[config.mk]
export PLATFORM = sky130hd
export DESIGN_NAME = mul_datapath_ctrl
export DESIGN_NICKNAME = d
export VERILOG_FILES = /design/src/rtl/mul_datapath_ctrl.sv
export SDC_FILE = /design/constraint.sdc
export NUM_CORES = 1
export LEC_CHECK = 0
export CAP_MARGIN = 25
export CORE_MARGIN = 2
export CORE_UTILIZATION = 30
export CTS_BUF_LIST = sky130_fd_sc_hd__clkbuf_16
export DETAILED_ROUTE_END_ITERATION = 8
export PLACE_DENSITY = 0.53
export SKIP_CTS_REPAIR_TIMING = 1
export SYNTH_ARGS = -nofsm -noshare
export SYNTH_HDL_FRONTEND = slang
export SYNTH_SLANG_ARGS = --single-unit
[constraint.sdc]
create_clock -name clk -period 2.3 [get_ports clk]
set_input_delay 0.69 -clock clk [delete_from_list [all_inputs] [get_ports clk]]
set_output_delay 0.69 -clock clk [all_outputs]
set_load 0.02 [all_outputs]
[src/rtl/mul_datapath_ctrl.sv]
// mul_datapath_ctrl
//   Unsigned shift-free multiplier built from repeated addition. A controller
//   loads operand A, then operand B, from one shared bus, and adds A into the
//   product register P once per cycle while counting B down to zero. The
//   product is A*B mod 2^WIDTH.
//
// Ports
//   clk      in   clock, rising edge
//   rst_n    in   asynchronous active-low reset
//   start    in   begin a multiplication (only looked at in IDLE)
//   data_in  in   WIDTH  operand bus: A in LOAD_A, B in LOAD_B
//   y        out  WIDTH  product register P
//   done     out  high while the result in y is final (DONE state)
//
// Controller states
//   state  | meaning
//   IDLE   | waiting for start, registers untouched
//   LOAD_A | capture A from data_in
//   LOAD_B | capture B from data_in, clear P
//   MULT   | P += A and B -= 1 each cycle until B reaches zero
//   DONE   | result held; leave once start is released

module mul_datapath_ctrl #(
    parameter int WIDTH = 16
) (
    input  logic             clk,
    input  logic             rst_n,
    input  logic             start,
    input  logic [WIDTH-1:0] data_in,
    output logic [WIDTH-1:0] y,
    output logic             done
);

    typedef enum logic [2:0] {
        ST_IDLE   = 3'd0,
        ST_LOAD_A = 3'd1,
        ST_LOAD_B = 3'd2,
        ST_MULT   = 3'd3,
        ST_DONE   = 3'd4
    } state_t;

    state_t           state_q, state_d;
    logic [WIDTH-1:0] a_q, a_d;
    logic [WIDTH-1:0] b_q, b_d;
    logic [WIDTH-1:0] p_q, p_d;

    logic ld_a, ld_b, ld_p, clr_p, dec_b;
    logic eqz;

    assign eqz = (b_q == '0);

    // Controller: next state and Moore control strobes
    always_comb begin
        state_d = state_q;
        ld_a    = 1'b0;
        ld_b    = 1'b0;
        ld_p    = 1'b0;
        clr_p   = 1'b0;
        dec_b   = 1'b0;
        done    = 1'b0;
        case (state_q)
            ST_IDLE: begin
                if (start) state_d = ST_LOAD_A;
            end
            ST_LOAD_A: begin
                ld_a    = 1'b1;
                state_d = ST_LOAD_B;
            end
            ST_LOAD_B: begin
                ld_b    = 1'b1;
                clr_p   = 1'b1;
                state_d = ST_MULT;
            end
            ST_MULT: begin
                if (eqz) begin
                    state_d = ST_DONE;
                end else begin
                    ld_p  = 1'b1;
                    dec_b = 1'b1;
                end
            end
            ST_DONE: begin
                done = 1'b1;
                // Stay here until start drops so a held start cannot retrigger.
                if (!start) state_d = ST_IDLE;
            end
            default: state_d = ST_IDLE;
        endcase
    end

    // Datapath next values
    always_comb begin
        a_d = a_q;
        b_d = b_q;
        p_d = p_q;
        if (ld_a) a_d = data_in;
        if (ld_b) begin
            b_d = data_in;
        end else if (dec_b) begin
            // dec_b is only raised when B is non-zero, so this never wraps.
            b_d = b_q - 1'b1;
        end
        if (clr_p) begin
            p_d = '0;
        end else if (ld_p) begin
            p_d = p_q + a_q;
        end
    end

    always_ff @(posedge clk or negedge rst_n) begin
        if (!rst_n) begin
            state_q <= ST_IDLE;
            a_q     <= '0;
            b_q     <= '0;
            p_q     <= '0;
        end else begin
            state_q <= state_d;
            a_q     <= a_d;
            b_q     <= b_d;
            p_q     <= p_d;
        end
    end

    assign y = p_q;

endmodule

==> results of run 1 <==
final cells by class:
class / instances / share of cell area, %
Multi-Input combinational cell: 225 / 43.1
Timing Repair Buffer: 72 / 16.2
Clock buffer: 5 / 3.17
Tap cell: 133 / 4.22
Sequential cell: 51 / 32.4
Inverter: 7 / 0.666
Clock inverter: 3 / 0.317
power by group:
group          total (mW)  switching (mW)  leakage (nW)  internal (mW)
sequential           1.65           0.336         0.631           1.31
combinational        3.59            1.83          1.04           1.76
clock               0.709           0.315        0.0762          0.394
state kept, by name, summed over array words and instances (netlist names):
name     count
a_q         16
y           16
b_q         16
state_q      3
per-layer routing:
| metal | GRT usage (%) | routed length, um | part of all wire [%] |
|---|---|---|---|
| met2 | 22.8 | 3500 | 47 |
| met5 | 0 | 0 | 0 |
| met3 | 2.45 | 150 | 2.0 |
| met4 | 3.47 | 76 | 1.0 |
| met1 | 20.4 | 3710 | 50 |
stage by stage:
step / cell area [sq um] / TNS, ns / total power [mW] / std cells
4_1_cts: 3840 / -0.315 / 5.81 / 493
3_3_place_gp: 3710 / -0.116 / 5.03 / 485
2_1_floorplan: 2990 / -0.131 / 3.90 / 293
6_report: 3940 / -0.143 / 5.94 / 496
3_5_place_dp: 3710 / -0.198 / 5.06 / 485
5_1_grt: 3940 / -0.495 / 6.46 / 496
worst register-to-register path: stages, from the launching register on:
cell and delay (ns):
dfrtp_2 0.42, ha_4 0.17, fa_2 0.34, a21o_1 0.17, a21oi_2 0.19, o21ai_2 0.09, o311ai_2 0.26, a21boi_1 0.13
or3_1 0.32, a31o_2 0.24
cell usage in the layout, fill, tap and decap left out, types with 3 or more instances in the layout:
cell and instances:
xnor2_1 8, clkbuf_16 5, clkdlybuf4s50_1 33, a21oi_2 4, dfrtp_1 50, ha_1 16, and3_1 3, buf_4 36
nor2_1 13, mux2_2 16, a221o_1 7, o21ai_0 18, o21ai_1 11, nor3_1 7, xor2_1 5, inv_1 9
a21o_1 9, nor3b_1 3, o311ai_2 3, a21oi_1 14, or3_1 5, nand2_1 26, o21ai_2 3, nand3_1 17
worst max path at each step:
stage                     endpoint  slack, ns  cells past startpoint
after floorplan              y[10]      -0.13                      9
after global placement       y[10]      -0.09                      9
after detailed placement     y[10]      -0.12                      9
after CTS                    y[10]      -0.14                      9
after global routing         y[10]      -0.25                      9
final                        y[10]      -0.14                      9
kinds of logic (layout without fill, tap and decap cells):
| family | count (synthesis) | in the layout | synth area share, % |
|---|---|---|---|
| xor gates and xnor gates | 13 | 13 | 3.83 |
| AOI/OAI and AO/OA | 87 | 87 | 19.7 |
| and+or+nand+nor | 89 | 89 | 15.8 |
| adders and majority gates | 18 | 18 | 7.83 |
| buffers and inverters | 17 | 87 | 3.12 |
| muxes | 18 | 18 | 6.74 |
| DFF | 51 | 51 | 43.0 |
==> results.cfg, run 1 <==
[die]
start_util_pct = 30.7
fp.dieW_um = 104
pin_count = 36
design.core.area_sq_um = 9680
rows = 36
die_h_um = 104
die_area_sq_um = 10700

[yosys]
synth.distinct_cells = 51
yosysWarnings = 0
synth_commonest_cells = dfrtp_1, nand2_1, o21ai_0, a21oi_1
syn-cell-area_sq_um = 2970
ys.flop_type = dfrtp_1
syn_inst = 293
async_flop_share_pct = 100
synthesis.nets = 330
synth_edf_count = 0
synth_most_common_cell = dfrtp_1
yosysSeqAreaShare_pct = 43.0
ys_ff_latch = 51
yosys.area.top_type = dfrtp_1
synth_top_area_share_pct = 43.0
syn_area_per_cell_sq_um = 10.1
synthTopCellsByArea = dfrtp_1, ha_1, mux2_2, o21ai_0, nand2_1

[critical_path]
critPathLaunch = y[0]
worstPathMaxFanout = 2
crit_path_cell_trace = ha_4, fa_2, a21o_1, a21oi_2, o21ai_2, o311ai_2, a21boi_1, or3_1, a31o_2
crit_family = compound AO/OA/AOI/OAI gates
cp.required_ns = 2.48
path_class = reg -> reg
cp_slowest_cell = dfrtp_2
cp-end-kind = flip-flop
crit-reg2reg-launch = y[0]
path_buf_inv = 0
slowest_delay_ns = 0.42
r2r_cells = 9
reg2reg_to = y[10]
startpoint_type = flip-flop
cp.arrival_ns = 2.62
reg2reg_setup_slack_ns = -0.14

[clocking]
clock_path_buffers = 2
clk_pin_slew_ns = 0.07
cts_inserted_buffers = 5
clock_sinks = 51
cts_tree = done
root_buffer = clkbuf_16
htree_num_levels = 2
clock_latency_ns = 0.29

[job]
drv_cap = 0

[drt]
vias = 2475
drc = 0
dr.pass1.iters = 4
postRouteWirelength_um = 7440
postRouteAntennaNets = 0
viasPerCell = 4.99
wire_per_inst_um = 15.0
dr.first_iter.drc_count = 108

[placed_design]
port_buffers = 35
place.gp.congestion = 0.875
pre_cts_slack_ns = -0.123
hpwl_um = 5380

[sta]
drv_slew = 0
setup_slack_ns = -0.143
fin_crit_sh_pct = 106
hold_viol_final = 0
period_needed_ns = 2.44
max_slew_margin_pct = 72.4
finClkSkew_ns = 0.00684
max_freq_ghz = 0.409
worst_pin_slew_ns = 0.413
timing.hold.ws_ns = 0.374
finalSetupViolCount = 1
rsz0062_at_grt = yes

[min_path]
hold_path_class = in -> async

[global_routing]
grt-ovfl-total = 0
grt_usage_pct = 14.3
grt_pass1_vias = 2504
grt_max_degree = 52
antenna_found_initial = 0
grt_pass1_wl_um = 12500

[outcome]
violations = negative setup slack
outcome = complete, but fails checks

[cells_and_area]
utilization_pct = 40.7
drive_gt1_share_pct = 23.7
n_antenna_cell = 0
multi_input_area_sq_um = 1700
fin_nets = 399
ff_latch_area_sq_um = 1280
fill_cells = 968
synthToLayoutAreaGrowth_pct = 32.8

[power]
p_leak_nw = 1.75
peakVddDrop_mv = 0.665
power.density_nw_per_um2 = 1510
No activity file was read; power rests on OpenSTA's default activity.
==> run 2: changes to the inputs <==
==> constraint.sdc (replaced) <==
create_clock -name clk -period 2.3 [get_ports clk]
set_input_delay 0.46 -clock clk [delete_from_list [all_inputs] [get_ports clk]]
set_output_delay 0.46 -clock clk [all_outputs]
set_load 0.02 [all_outputs]
==> run 2 against run 1 <==
Net effect: the flow still finishes with violations (negative setup slack); clock-buffer cell count unchanged; critical path depth unchanged; routed wire length up 2.2%; register-to-register slack better by 0.06 ns; non-clock buffer count up 1.
==> results.cfg, run 2 (synthesis gave the netlist of run 1 again) <==
[cells_and_area]
synthToLayoutAreaGrowth_pct = 33.8
drive_gt1_share_pct = 24.2
fin_nets = 400
layout_commonest_cell = dfrtp_1
n_antenna_cell = 0
stdcell_area_sq_um = 3970
mostFrequentLayoutCells = dfrtp_1, clkdlybuf4s50_1, buf_4, nand2_1, o21ai_0

[die]
rows = 36
die_area_sq_um = 10700
fp.dieW_um = 104
die_h_um = 104
design.core.area_sq_um = 9680
start_util_pct = 30.7
pin_count = 36

[clocking]
clock_path_buffers = 2
root_buffer = clkbuf_16
clock_sinks = 51
htree_num_levels = 2
cts_inserted_buffers = 5
clock_latency_ns = 0.29
clk_pin_slew_ns = 0.07
cts_tree = done

[critical_path]
cp.arrival_ns = 2.56
worstPathMaxFanout = 2
crit-reg2reg-launch = y[0]
critPathLaunch = y[0]
reg2reg_setup_slack_ns = -0.08
path_class = reg -> reg
r2r_cells = 9
cp.required_ns = 2.48
cp-end-kind = flip-flop
startpoint_type = flip-flop
reg2reg_to = y[10]
cp-endpoint = y[10]

[placed_design]
place.gp.congestion = 0.825
port_buffers = 35
dpl-instance-area_sq_um = 3710
pre_cts_slack_ns = -0.122
hpwl_um = 5450

[sta]
max_freq_ghz = 0.420
finClkSkew_ns = 0.00707
rsz0062_at_grt = yes
finalSetupViolCount = 3
drv_slew = 0
max_slew_margin_pct = 79.7
hold_viol_final = 0
period_needed_ns = 2.38
worst_pin_slew_ns = 0.300
setup_slack_ns = -0.0808
fin_crit_sh_pct = 104

[power]
power.density_nw_per_um2 = 1520
total_power_mw = 6.04
p_leak_nw = 1.75
peakVddDrop_mv = 0.524

[drt]
vias = 2510
dr.first_iter.drc_count = 111
viasPerCell = 5.05
postRouteWirelength_um = 7600
dr.pass1.iters = 4
wire_per_inst_um = 15.3
postRouteAntennaNets = 0
drc = 0

[job]
drv_cap = 0

[global_routing]
grt_pass1_wl_um = 12700
grt_pass1_vias = 2439
grt-ovfl-total = 0
antenna_found_initial = 0
grt_usage_pct = 14.5
grt_max_degree = 52

[outcome]
violations = negative setup slack
outcome = complete, but fails checks

[min_path]
hold_path_class = in -> async
==> run 2: worst max-delay path, cell delays in order (launching register included) <==
cell and delay, ns:
dfrtp_2 0.42, ha_4 0.16, fa_2 0.33, a21o_1 0.18, a21oi_2 0.18, o21ai_2 0.10, o311ai_4 0.26, a21boi_2 0.09
or3_1 0.31, a31o_2 0.24
==> run 2: stage by stage <==
step / hold WS (ns) / util [%] / TNS, ns / instances
detailed placement: 0.481 / 38.3 / -0.252 / 482
global route: 0.184 / 41.0 / -0.425 / 497
CTS: 0.171 / 39.7 / -0.299 / 490
finish: 0.157 / 41.0 / -0.132 / 497
global placement: 0.478 / 38.3 / -0.107 / 482
floorplan: 0.164 / - / -0.131 / 293
==> run 2: worst min-delay path by stage <==
stage	startpoint	to	slack, ns	cells after the start
2_1_floorplan	rst_n	a_q[0]	0.16	0
3_3_place_gp	rst_n	a_q[14]	0.48	2
3_5_place_dp	rst_n	a_q[12]	0.48	2
4_1_cts	rst_n	b_q[14]	0.17	2
5_1_grt	rst_n	y[14]	0.18	2
6_report	rst_n	a_q[14]	0.16	2
==> run 2: power by group <==
group	leakage (nW)	total [mW]	switching [mW]	internal [mW]
Combinational	1.04	3.66	1.84	1.82
Sequential	0.631	1.65	0.338	1.31
Clock	0.0762	0.719	0.325	0.394
==> run 2: metal layers <==
metal	wire, um	up-vias	part of all wire [%]	GRT usage (%)
met3	207	7	2.7	2.45
met4	86	0	1.1	3.09
met2	3610	37	47	23.5
li1	-	1231	-	-
met1	3700	1235	49	20.5
met5	0	-	0	0
==> run 2: cell type report <==
type	instances	area, sq um
fill	962	5710
inverter	7	26.3
sequential	51	1280
multi-input combinational	225	1690
timing repair buffer	73	672
clock buffer	5	125
tap	133	166
clock inverter	3	12.5
==> run 3: changes to the inputs <==
--- a/config.mk
+++ b/config.mk
@@ -15,3 +15,4 @@
 export SYNTH_ARGS = -nofsm -noshare
 export SYNTH_HDL_FRONTEND = slang
 export SYNTH_SLANG_ARGS = --single-unit
+export TNS_END_PERCENT = 5
==> run 3 against run 2 <==
Net effect: the flow still finishes with violations (negative setup slack); worst setup slack gained 0.0047 ns; sequential share of layout area increased by 0.52 points; final cell count down 1.2%; via count is 1.2% lower; cell area fell by 1.6%; first-iteration DRC count is 23% lower; clock power is essentially flat; sequential power about the same.
==> results.cfg, run 3 (synthesis gave the netlist of run 1 again) <==
[outcome]
outcome = complete, but fails checks
violations = negative setup slack

[placed_design]
placed_cells = 482
hpwl_um = 5450
port_buffers = 35
place.gp.congestion = 0.825
dpl-instance-area_sq_um = 3710

[sta]
fin_crit_sh_pct = 103
finalSetupViolCount = 1
timing.hold.ws_ns = 0.158
setup_slack_ns = -0.0760
worst_pin_slew_ns = 0.386
hold_viol_final = 0
max_freq_ghz = 0.421
finClkSkew_ns = 0.00575
drv_slew = 0
period_needed_ns = 2.38
tns_ns = -0.0760
rsz0062_at_grt = yes
max_slew_margin_pct = 74.0

[cells_and_area]
fill_cells = 968
mostFrequentLayoutCells = dfrtp_1, clkdlybuf4s50_1, buf_4, nand2_1, o21ai_0
fin_nets = 394
stdcell_area_sq_um = 3910
fin_cells = 491
layout_commonest_cell = dfrtp_1
drive_gt1_share_pct = 22.3
n_antenna_cell = 0
synthToLayoutAreaGrowth_pct = 31.6
utilization_pct = 40.4

[die]
pin_count = 36
design.core.area_sq_um = 9680
start_util_pct = 30.7
rows = 36
fp.dieW_um = 104
die_area_sq_um = 10700
die_h_um = 104

[critical_path]
cp.arrival_ns = 2.55
cp-end-kind = flip-flop
path_class = reg -> reg
reg2reg_setup_slack_ns = -0.08
worstPathMaxFanout = 2
startpoint_type = flip-flop
cp.required_ns = 2.48

[global_routing]
grt-ovfl-total = 0
grt_pass1_vias = 2439
grt_pass1_wl_um = 12700
antenna_found_initial = 0
grt_max_degree = 52
grt_usage_pct = 14.5

[drt]
met3_length_um = 205
met1_length_um = 3650
vias = 2480
routed.top_layer = met4
postRouteWirelength_um = 7530
dr.pass1.iters = 4
wire_per_inst_um = 15.3
postRouteAntennaNets = 0
viasPerCell = 5.05
wl_met2_um = 3580
drc = 0
dr.first_iter.drc_count = 86

[clocking]
htree_num_levels = 2
root_buffer = clkbuf_16
clock_path_buffers = 2
clock_latency_ns = 0.29
cts_inserted_buffers = 5
cts_tree = done
clock_sinks = 51
clk_pin_slew_ns = 0.07

[power]
peakVddDrop_mv = 0.537
power.density_nw_per_um2 = 1510
p_leak_nw = 1.69

[min_path]
hold_path_class = in -> async

[job]
drv_cap = 0
## run 3: changes by cell type in the layout (fill, tap and decap cells not counted), sizes merged
cell / delta
buf: -6
## run 3: path summary, 6_finish.rpt
check                      endpoint  cells past startpoint    from
hold / removal              a_q[14]                      2   rst_n
max in group asynchronous      y[0]                      2   rst_n
setup / recovery              y[10]                      9    y[0]
setup reg to reg              y[10]                      9    y[0]
min in group clk             a_q[8]                      1  a_q[8]
hold reg to reg              a_q[8]                      1  a_q[8]
## run 3: area by class of cell
cell class | count | area (sq um) | share of cell area (%)
multi-input combinational | 225 | 1680 | 42.9
clock buffer | 5 | 125 | 3.20
sequential | 51 | 1280 | 32.7
tap | 133 | 166 | 4.26
inverter | 7 | 26.3 | 0.672
timing repair buffer | 67 | 623 | 15.9
clock inverter | 3 | 12.5 | 0.320
## run 3: metal layers
layer / vias up / GRT usage, %
li1: 1223 / -
met1: 1214 / 20.5
met2: 36 / 23.5
met3: 7 / 2.45
met4: 0 / 3.09
met5: - / 0
## run 3: through the flow
stage / setup slack, ns / total power [mW]
6_report: -0.0760 / 5.92
4_1_cts: -0.132 / 5.83
2_1_floorplan: -0.131 / 3.90
5_1_grt: -0.169 / 6.43
3_3_place_gp: -0.0804 / 5.04
3_5_place_dp: -0.122 / 5.08
## run 3: report_power, final
part	total (mW)	internal [mW]	switching, mW
registers	1.66	1.31	0.346
clock network	0.719	0.394	0.324
logic	3.54	1.74	1.80
total	5.92	3.45	2.47
## run 3: worst max-delay path, stage by stage, from the launching register on
cell and delay, ns:
dfrtp_2 0.42, ha_4 0.16, fa_2 0.33, a21o_1 0.18, a21oi_2 0.18, o21ai_2 0.10, o311ai_4 0.26, a21boi_2 0.09
or3_1 0.30, a31o_2 0.24
